<file path="src/rtl/poly_note_gen.sv">
// Multi-channel square-wave tone generator with saturated stereo/mono mixing.
// Each channel's note divisor is only adopted on a half-period boundary, so output edges stay glitch-free.
module poly_note_gen #(
  parameter int unsigned NUM_CH = 2,
  parameter int unsigned DIV_W  = 22,
  parameter int unsigned AUD_W  = 16
) (
  input  logic                      clk,
  input  logic                      rst,
  input  logic                      en,
  input  logic                      mono,
  input  logic [NUM_CH*DIV_W-1:0]   note_div,
  input  logic [NUM_CH*AUD_W-1:0]   vol_up,
  input  logic [NUM_CH*AUD_W-1:0]   vol_down,
  output logic [NUM_CH-1:0]         ch_active,
  output logic [AUD_W-1:0]          audio_left,
  output logic [AUD_W-1:0]          audio_right
);

  localparam int unsigned SUM_W = AUD_W + $clog2(NUM_CH) + 1;
  localparam logic signed [SUM_W-1:0] SAT_HI = SUM_W'({1'b0, {(AUD_W-1){1'b1}}});
  localparam logic signed [SUM_W-1:0] SAT_LO = ~SAT_HI;

  logic [NUM_CH-1:0][DIV_W-1:0] cnt_q, cnt_d;
  logic [NUM_CH-1:0][DIV_W-1:0] div_q, div_d;
  logic [NUM_CH-1:0]            ph_q, ph_d;
  logic [NUM_CH-1:0]            active_q, active_d;
  logic [AUD_W-1:0]             left_q, left_d;
  logic [AUD_W-1:0]             right_q, right_d;

  logic signed [AUD_W-1:0]      s_c [NUM_CH];
  logic signed [SUM_W-1:0]      sum_l, sum_r;

  function automatic logic [AUD_W-1:0] sat(input logic signed [SUM_W-1:0] v);
    if (v > SAT_HI) begin
      return SAT_HI[AUD_W-1:0];
    end else if (v < SAT_LO) begin
      return SAT_LO[AUD_W-1:0];
    end
    return v[AUD_W-1:0];
  endfunction

  // Per-channel divider: rest reloads every cycle, otherwise reload only when the half-period ends.
  always_comb begin
    cnt_d = cnt_q;
    div_d = div_q;
    ph_d  = ph_q;
    for (int unsigned c = 0; c < NUM_CH; c++) begin
      if (div_q[c] == '0) begin
        cnt_d[c] = '0;
        ph_d[c]  = 1'b0;
        div_d[c] = note_div[c*DIV_W +: DIV_W];
      end else if (cnt_q[c] == div_q[c]) begin
        cnt_d[c] = '0;
        ph_d[c]  = ~ph_q[c];
        div_d[c] = note_div[c*DIV_W +: DIV_W];
      end else begin
        cnt_d[c] = cnt_q[c] + DIV_W'(1);
      end
    end
  end

  // Channel samples and full-precision mix; even channels go left, odd right unless mono.
  always_comb begin
    sum_l    = '0;
    sum_r    = '0;
    active_d = '0;
    for (int unsigned c = 0; c < NUM_CH; c++) begin
      s_c[c]      = '0;
      active_d[c] = (div_q[c] != '0);
      if (div_q[c] != '0) begin
        s_c[c] = ph_q[c] ? vol_up[c*AUD_W +: AUD_W] : vol_down[c*AUD_W +: AUD_W];
      end
      if (mono || !c[0]) begin
        sum_l = sum_l + SUM_W'(s_c[c]);
      end
      if (mono || c[0]) begin
        sum_r = sum_r + SUM_W'(s_c[c]);
      end
    end
    left_d  = sat(sum_l);
    right_d = sat(sum_r);
  end

  always_ff @(posedge clk) begin
    if (rst) begin
      cnt_q    <= '0;
      div_q    <= '0;
      ph_q     <= '0;
      active_q <= '0;
      left_q   <= '0;
      right_q  <= '0;
    end else if (en) begin
      cnt_q    <= cnt_d;
      div_q    <= div_d;
      ph_q     <= ph_d;
      active_q <= active_d;
      left_q   <= left_d;
      right_q  <= right_d;
    end
  end

  assign ch_active   = active_q;
  assign audio_left  = left_q;
  assign audio_right = right_q;

endmodule
</file>
<file path="config.mk">
export PLATFORM = sky130hd
export DESIGN_NAME = poly_note_gen
export DESIGN_NICKNAME = d
export VERILOG_FILES = /design/src/rtl/poly_note_gen.sv
export SDC_FILE = /design/constraint.sdc
export NUM_CORES = 1
export LEC_CHECK = 0
export ABC_AREA = 1
export ABC_CLOCK_PERIOD_IN_PS = 4900
export CORE_UTILIZATION = 50
export DETAILED_ROUTE_END_ITERATION = 10
export DONT_BUFFER_PORTS = 1
export GPL_TIMING_DRIVEN = 0
export PLACE_DENSITY = 0.61
export SLEW_MARGIN = 0
export SYNTH_ARGS = -nofsm -noshare
export SYNTH_HDL_FRONTEND = slang
export SYNTH_SLANG_ARGS = --single-unit
</file>
<file path="constraint.sdc">
create_clock -name clk -period 4.9 [get_ports clk]
set_clock_uncertainty 0.2 [all_clocks]
set_input_delay 0.98 -clock clk [delete_from_list [all_inputs] [get_ports clk]]
set_output_delay 0.98 -clock clk [all_outputs]
set_load 0.03 [all_outputs]
</file>
==> impl_results.md, run 1 <==
* Sequential area share after synthesis at 28.2%
* Synth cell types at 45
* Crit path max-delay family: simple AND/OR/NAND/NOR gates
* Unrepaired setup endpoints after global routing: false
* Critical path cell sequence: nor2_1 > nand2_1 > nor2_1 > nand3_2 > buf_4 > clkbuf_1 > nand2_1 > inv_1 > ha_1 > a21o_1 > a21oi_1 > nor2_1 > a2111oi_0 > nand2_1 > nand2_2 > nand3_4 > nand2_4 > buf_6 > nand2_2 > nand3_1 > nand2_1 > inv_1
* Final #Nets at 1539
* Top_reg_cell synth: dfxtp_1
* Routed Antenna Nets at 0
* R2r endpoint: audio_left[2]
* DRC Markers at 0
* Data arrival, critical path at 4510 ps
* WP buf/inv at 5
* Synth area leaders: dfxtp_1 (28%), nand2_1 (12%), nor2_1 (11%), inv_1 (5.8%), o21ai_0 (5.0%)
* Vert. Die Dim at 135 µm
* Mean Syn Cell Area at 6.38 µm²
* Post-CTS Setup Bufs at 0
* Peak VDD IR at 0.383 mV
* WL met2 at 11500 µm
* CTS Root Cell: clkbuf_16
* Grt total ovfl at 0
* Setup TNS at 0 ps
* Depth of the CTS H-tree at 4
* Post-route insts no fill at 1635
* Placed cells at 1603
* Max Freq at 230 MHz
* Initial Utilization at 51.0%
* # rows at 48
* EDFF count, synth at 0
* Max-cap violation count at 0
* Commonest cells post-synth: nand2_1 (279), nor2_1 (269), inv_1 (135)
* Pins Over Slew Limit at 0
* Syn Inst Count at 1378
* # port buffers at 0
* Slew HR at 47.1%
* Min cycle time layout at 4340 ps
* Asr flop ratio synth at 0%
* Total wire length at 24700 µm
* Antenna cell count at 0
* Yosys top cell area share at 28.2%
* Worst slew pin tran at 774 ps
* Data required, critical path at 5070 ps
* Post-cts repair resize count at 0
* Met3 wire len at 1060 µm
* Hold Path Class: reg2reg
* Final setup violation count at 0
* Final Cycle Share at 88.6%
* Die Footprint at 0.0181 mm²
* CTS Sinks at 124
* Cts hold-fix bufs at 0
* Final HPWL DP at 19600 µm
* Vias post-DR at 8543
* Crit Path Category: reg2reg
* Critical Path Fanout Max at 10
* Yosys top cell by area: dfxtp_1
* CTS tree: done
* HP Start: cnt_q[30]
* Vias in the first global route at 7719
* Worst Setup Start Kind: flip-flop
* Fraction of layout cells with a size suffix above 1 at 11.6%
* Vias per cell at 5.23
* Worst-Skew Late Latency at 420 ps
* Leak at 4.53 nW
* CP Capture Type: flip-flop
* Synth Register Bits at 124
* Worst path slowest cell: a2111oi_0
* Worst reg2reg setup slack at 560 ps
* GR Util All Layers at 27.6%
* Finished Cell Area at 0.00970 mm²
* Clk buf depth at 2
* First-pass GRT wire length at 38700 µm
* Highest Signal Layer: met5
* Largest net degree at the start of global routing at 17
* Routed length per instance at 15.1 µm
* Placer Congestion at 0.915
* Hold Fails Final Rpt at 0
* Pre-CTS WS at 365 ps
* Hold path endpoint: cnt_q[30]
* P per Cell Area at 884 mW/mm²
* Die width at 135 µm
* CTS clk-pin slew, worst paths at 60 ps
* Final core utilization at 56.3%
* Post-synthesis instance area at 0.00879 mm²
* CORE AREA at 0.0172 mm²
* P&R area growth vs syn at 10.3%
* Initial antenna violation count at 1
* Hold Path Stages at 2
* Cts bufs inserted at 17
* Crit-path most repeated cell: nand2_1
* Syn nets at 1520
* Most frequent cell after synthesis: nand2_1
* M1 WL at 11300 µm
* Setup ws final at 558 ps
* Worst reg2reg startpoint: div_q[9]
* First DRT Iteration DRCs at 390
* Max incr delay on CP at 590 ps
* I/O pin count at 146
* Drt first pass iters at 6
* Warnings from Yosys at 0
* Outcome: finished, final reports clean
* Worst r2r path cells at 22
* Placement Cell Area at 0.00907 mm²
tightest hold or removal path: cells and delay by family (launching register included):
family / cells / cell delay (ps)
AO/OA/AOI/OAI: 1 / 50
buffers and inverters: 1 / 60
flip-flops: 1 / 330
placed cells by master (no fill, tap or decap), drive strengths merged, types with 4 or more instances in the layout:
cell type,Yosys,layout
o21ai,89,89
nor3,32,32
nor4,7,7
nand2,323,323
nor2,274,274
o211ai,14,14
a211oi,4,4
inv,145,148
nand3,79,79
or2,25,25
o21a,5,5
buf,19,19
xnor2,33,33
clkbuf,30,50
a21oi,76,76
dfxtp,124,124
nand4,23,23
xor2,26,26
clkinvlp,0,4
ha,30,30
metrics by stage:
stage,hold WS (ps),power [mW]
6_report,289,8.58
5_1_grt,308,9.34
4_1_cts,290,8.59
3_5_place_dp,281,7.21
3_3_place_gp,275,7.19
2_1_floorplan,256,5.98
flip-flops by register name (all words and copies together), names as in the netlist:
signal       flops
ph_q             2
ch_active        2
cnt_q           44
audio_left      16
div_q           44
audio_right     16
per-layer routing:
metal	GRT usage, %	up-vias
li1	-	4482
met1	34.6	3787
met2	47.5	232
met3	4.24	40
met4	10.5	2
met5	0	-
where the power goes:
group          leakage [nW]  internal, mW  switching [mW]
clock network         0.296         0.845           0.492
logic                  3.22          1.96            3.68
registers              1.01          1.25           0.356
total                  4.53          4.05            4.53
area by class of cell:
cell class | count | area (µm²)
Clock buffer | 20 | 467
Sequential cell | 124 | 2480
Multi-Input combinational cell | 1059 | 5520
Inverter | 146 | 553
Clock inverter | 12 | 160
Tap cell | 225 | 282
Buffer | 49 | 238
Fill cell | 1753 | 7530
worst max-delay path by stage:
stage	from	endpoint	cells after the start
after floorplan	mono	audio_right[10]	16
after global placement	mono	audio_right[7]	18
after detailed placement	mono	audio_right[14]	18
after CTS	div_q[9]	audio_left[14]	20
after global routing	div_q[10]	audio_left[2]	22
final	div_q[9]	audio_left[2]	22
cell families (layout without fill, tap and decap cells):
| kind of cell | count (synthesis) | count (layout) | synth area share (%) |
|---|---|---|---|
| AOI/OAI and AO/OA | 204 | 204 | 13.3 |
| xor gates and xnor gates | 59 | 59 | 5.88 |
| adders and majority gates | 30 | 30 | 4.27 |
| buffers and inverters | 195 | 227 | 8.99 |
| DFF | 124 | 124 | 28.2 |
| and+or+nand+nor | 766 | 766 | 39.3 |
Note: power is estimated with default switching activity, not from simulation.
==> run 2: changes to the inputs <==
--- a/config.mk
+++ b/config.mk
@@ -11,8 +11,9 @@
 export DETAILED_ROUTE_END_ITERATION = 10
 export DONT_BUFFER_PORTS = 1
 export GPL_TIMING_DRIVEN = 0
+export MAX_ROUTING_LAYER = met4
 export PLACE_DENSITY = 0.61
-export SLEW_MARGIN = 0
+export SLEW_MARGIN = 10
 export SYNTH_ARGS = -nofsm -noshare
 export SYNTH_HDL_FRONTEND = slang
 export SYNTH_SLANG_ARGS = --single-unit
==> run 2 against run 1 <==
Compared with the run above: utilization is 0.22 points lower; cell count barely moved; flip-flop and latch count is the same; worst setup slack lost 63 ps; design area decreased by 0.40%; register-to-register slack worse by 60 ps; via count rose by 1.1%; global-route usage increased by 1.5 points; sequential power hardly changed; power shrank 0.58%; first-iteration DRC count grew 31%; highest routed layer is now met4.
==> impl_results.md, run 2 (synthesis gave the netlist of run 1 again) <==
* CTS Root Cell: clkbuf_16
* Setup TNS at 0 ps
* Hold Path Stages at 2
* Combinational power share at 66.4%
* Hold Path Class: reg2reg
* HP Start: cnt_q[40]
* GR met2 Demand/Resource at 47.8%
* Routed length per instance at 15.4 µm
* Vias per cell at 5.28
* Routed Antenna Nets at 0
* P&R area growth vs syn at 9.89%
* Sequential power share at 18.8%
* CP Capture Type: flip-flop
* Unrepaired setup endpoints after global routing: false
* Most frequent cells in the layout: nand2_1 (279), nor2_1 (269), inv_1 (135), dfxtp_1 (124), o21ai_0 (87)
* Vias post-DR at 8637
* Max Freq at 227 MHz
* Pre-CTS WS at 340 ps
* Peak VDD IR at 0.488 mV
* Clk network pwr share at 14.8%
* Cts hold-fix bufs at 0
* Gr busiest metal: met2
* Top Registers: cnt_q: 44 flops, div_q: 44 flops
* Initial Utilization at 51.0%
* Vias in the first global route at 7821
* DRC Markers at 0
* Worst reg2reg setup slack at 500 ps
* Worst reg2reg startpoint: div_q[1]
* Grt met1 use at 35.7%
* Fraction of layout cells with a size suffix above 1 at 11.4%
* Placer Congestion at 0.929
* Worst-Skew Late Latency at 430 ps
* Largest net degree at the start of global routing at 17
* Depth of the CTS H-tree at 4
* Layout filler cell count at 1814
* Net Switching at 4.56 mW
* Worst slew pin tran at 815 ps
* Data required, critical path at 5000 ps
* Hold Fails Final Rpt at 0
* Multi-input logic area at 0.00552 mm²
* Outcome: finished, final reports clean
* CTS Sinks at 124
* CTS clk-pin slew, worst paths at 60 ps
* Total wire length at 25200 µm
* Crit Path Category: reg2reg
* Initial antenna violation count at 1
* Worst Setup Start Kind: flip-flop
* Data arrival, critical path at 4510 ps
* Commonest non-fill, non-tap cell in the layout: nand2_1
* # rows at 48
* Met3 GRT Util at 5.29%
* Die width at 135 µm
* Max-cap violation count at 0
* Grt total ovfl at 0
* # port buffers at 0
* Clk buf depth at 2
* Switching Fraction at 53.4%
* Final setup violation count at 0
* Drt first pass iters at 5
* Pins Over Slew Limit at 0
* First-pass GRT wire length at 39600 µm
* Post-CTS Setup Bufs at 0
* Die Footprint at 0.0181 mm²
* Final Cycle Share at 89.9%
* Hold path endpoint: cnt_q[40]
* First DRT Iteration DRCs at 512
* Final HPWL DP at 19800 µm
* Critical Path Fanout Max at 10
* Leak at 4.51 nW
* Worst r2r path cells at 20
* Setup ws final at 495 ps
* P per Cell Area at 882 mW/mm²
* FF/Latch Area at 0.00248 mm²
* Cell internal pwr at 3.97 mW
* CORE AREA at 0.0172 mm²
* Min cycle time layout at 4400 ps
* GR Util All Layers at 29.1%
* Slew HR at 44.3%
* Vert. Die Dim at 135 µm
* CTS tree: done
* Final #Nets at 1539
* Post-cts repair resize count at 0
* I/O pin count at 146
* Final core utilization at 56.1%
* Hold WS at 289 ps
* Cts bufs inserted at 17
* R2r endpoint: audio_left[14]
-- run 2: cell types whose count changed in the layout (fill, tap and decap cells not counted), sizes merged --
cell	previous run	this run
clkinv	3	5
inv	148	147
bufinv	3	2
diode	0	1
-- run 2: critical path, stage by stage, from the launching register on --
cell and delay, ps:
dfxtp_1 430, nor2_1 90, nand2_1 70, nor2_1 40
nand3_2 120, buf_4 200, clkbuf_1 440, nand2_1 260
inv_1 110, ha_1 300, a21o_1 210, a21oi_1 230
nor2_1 80, a2111oi_0 650, nand3_2 170, nand3_4 140
inv_2 50, nand3_4 80, nand2_1 60, nor2_1 260
nor2_1 60
-- run 2: final cells by class --
cell class	instances	share of cell area (%)
antenna	1	0.0259
buffer	49	2.46
clock buffer	20	4.62
clock inverter	12	1.44
inverter	146	5.72
multi-input combinational	1059	57.1
sequential	124	25.7
tap	225	2.91
-- run 2: power by group through the flow --
stage | sequential [mW] | combinational (mW) | clock, mW
CTS | 1.60 | 5.64 | 1.28
global route | 1.63 | 6.35 | 1.33
finish | 1.60 | 5.66 | 1.26
global placement | 1.62 | 5.57 | 0
detailed placement | 1.62 | 5.61 | 0
floorplan | 1.57 | 4.42 | 0
-- run 2: how the worst max path moves through the flow --
stage	cells after the start	slack (ps)	end	from
final	20	500	audio_left[14]	div_q[1]
after global routing	20	210	audio_left[14]	div_q[13]
after CTS	20	490	audio_left[14]	div_q[13]
after detailed placement	18	340	audio_right[10]	mono
after global placement	18	360	audio_right[14]	mono
after floorplan	16	1170	audio_right[10]	mono
-- run 2: metal layers --
layer | share of wire, % | vias up
li1 | - | 4479
met1 | 46 | 3919
met2 | 47 | 201
met3 | 4.5 | 38
met4 | 2.8 | 0
met5 | 0 | -
-- run 2: stage by stage --
| step | cell area, µm² | instances | total power, mW |
|---|---|---|---|
| after floorplan | 8790 | 1378 | 5.98 |
| after global routing | 9660 | 1636 | 9.31 |
| after CTS | 9660 | 1635 | 8.53 |
| final | 9660 | 1636 | 8.53 |
| after global placement | 9070 | 1603 | 7.20 |
| after detailed placement | 9070 | 1603 | 7.23 |
==> run 3: changes to the inputs <==
--- a/config.mk
+++ b/config.mk
@@ -8,6 +8,7 @@
 export ABC_AREA = 1
 export ABC_CLOCK_PERIOD_IN_PS = 4900
 export CORE_UTILIZATION = 50
+export CTS_CLUSTER_SIZE = 40
 export DETAILED_ROUTE_END_ITERATION = 10
 export DONT_BUFFER_PORTS = 1
 export GPL_TIMING_DRIVEN = 0
==> results of run 3 <==
The final DEF is identical to that of run 2; final timing and power are the same.
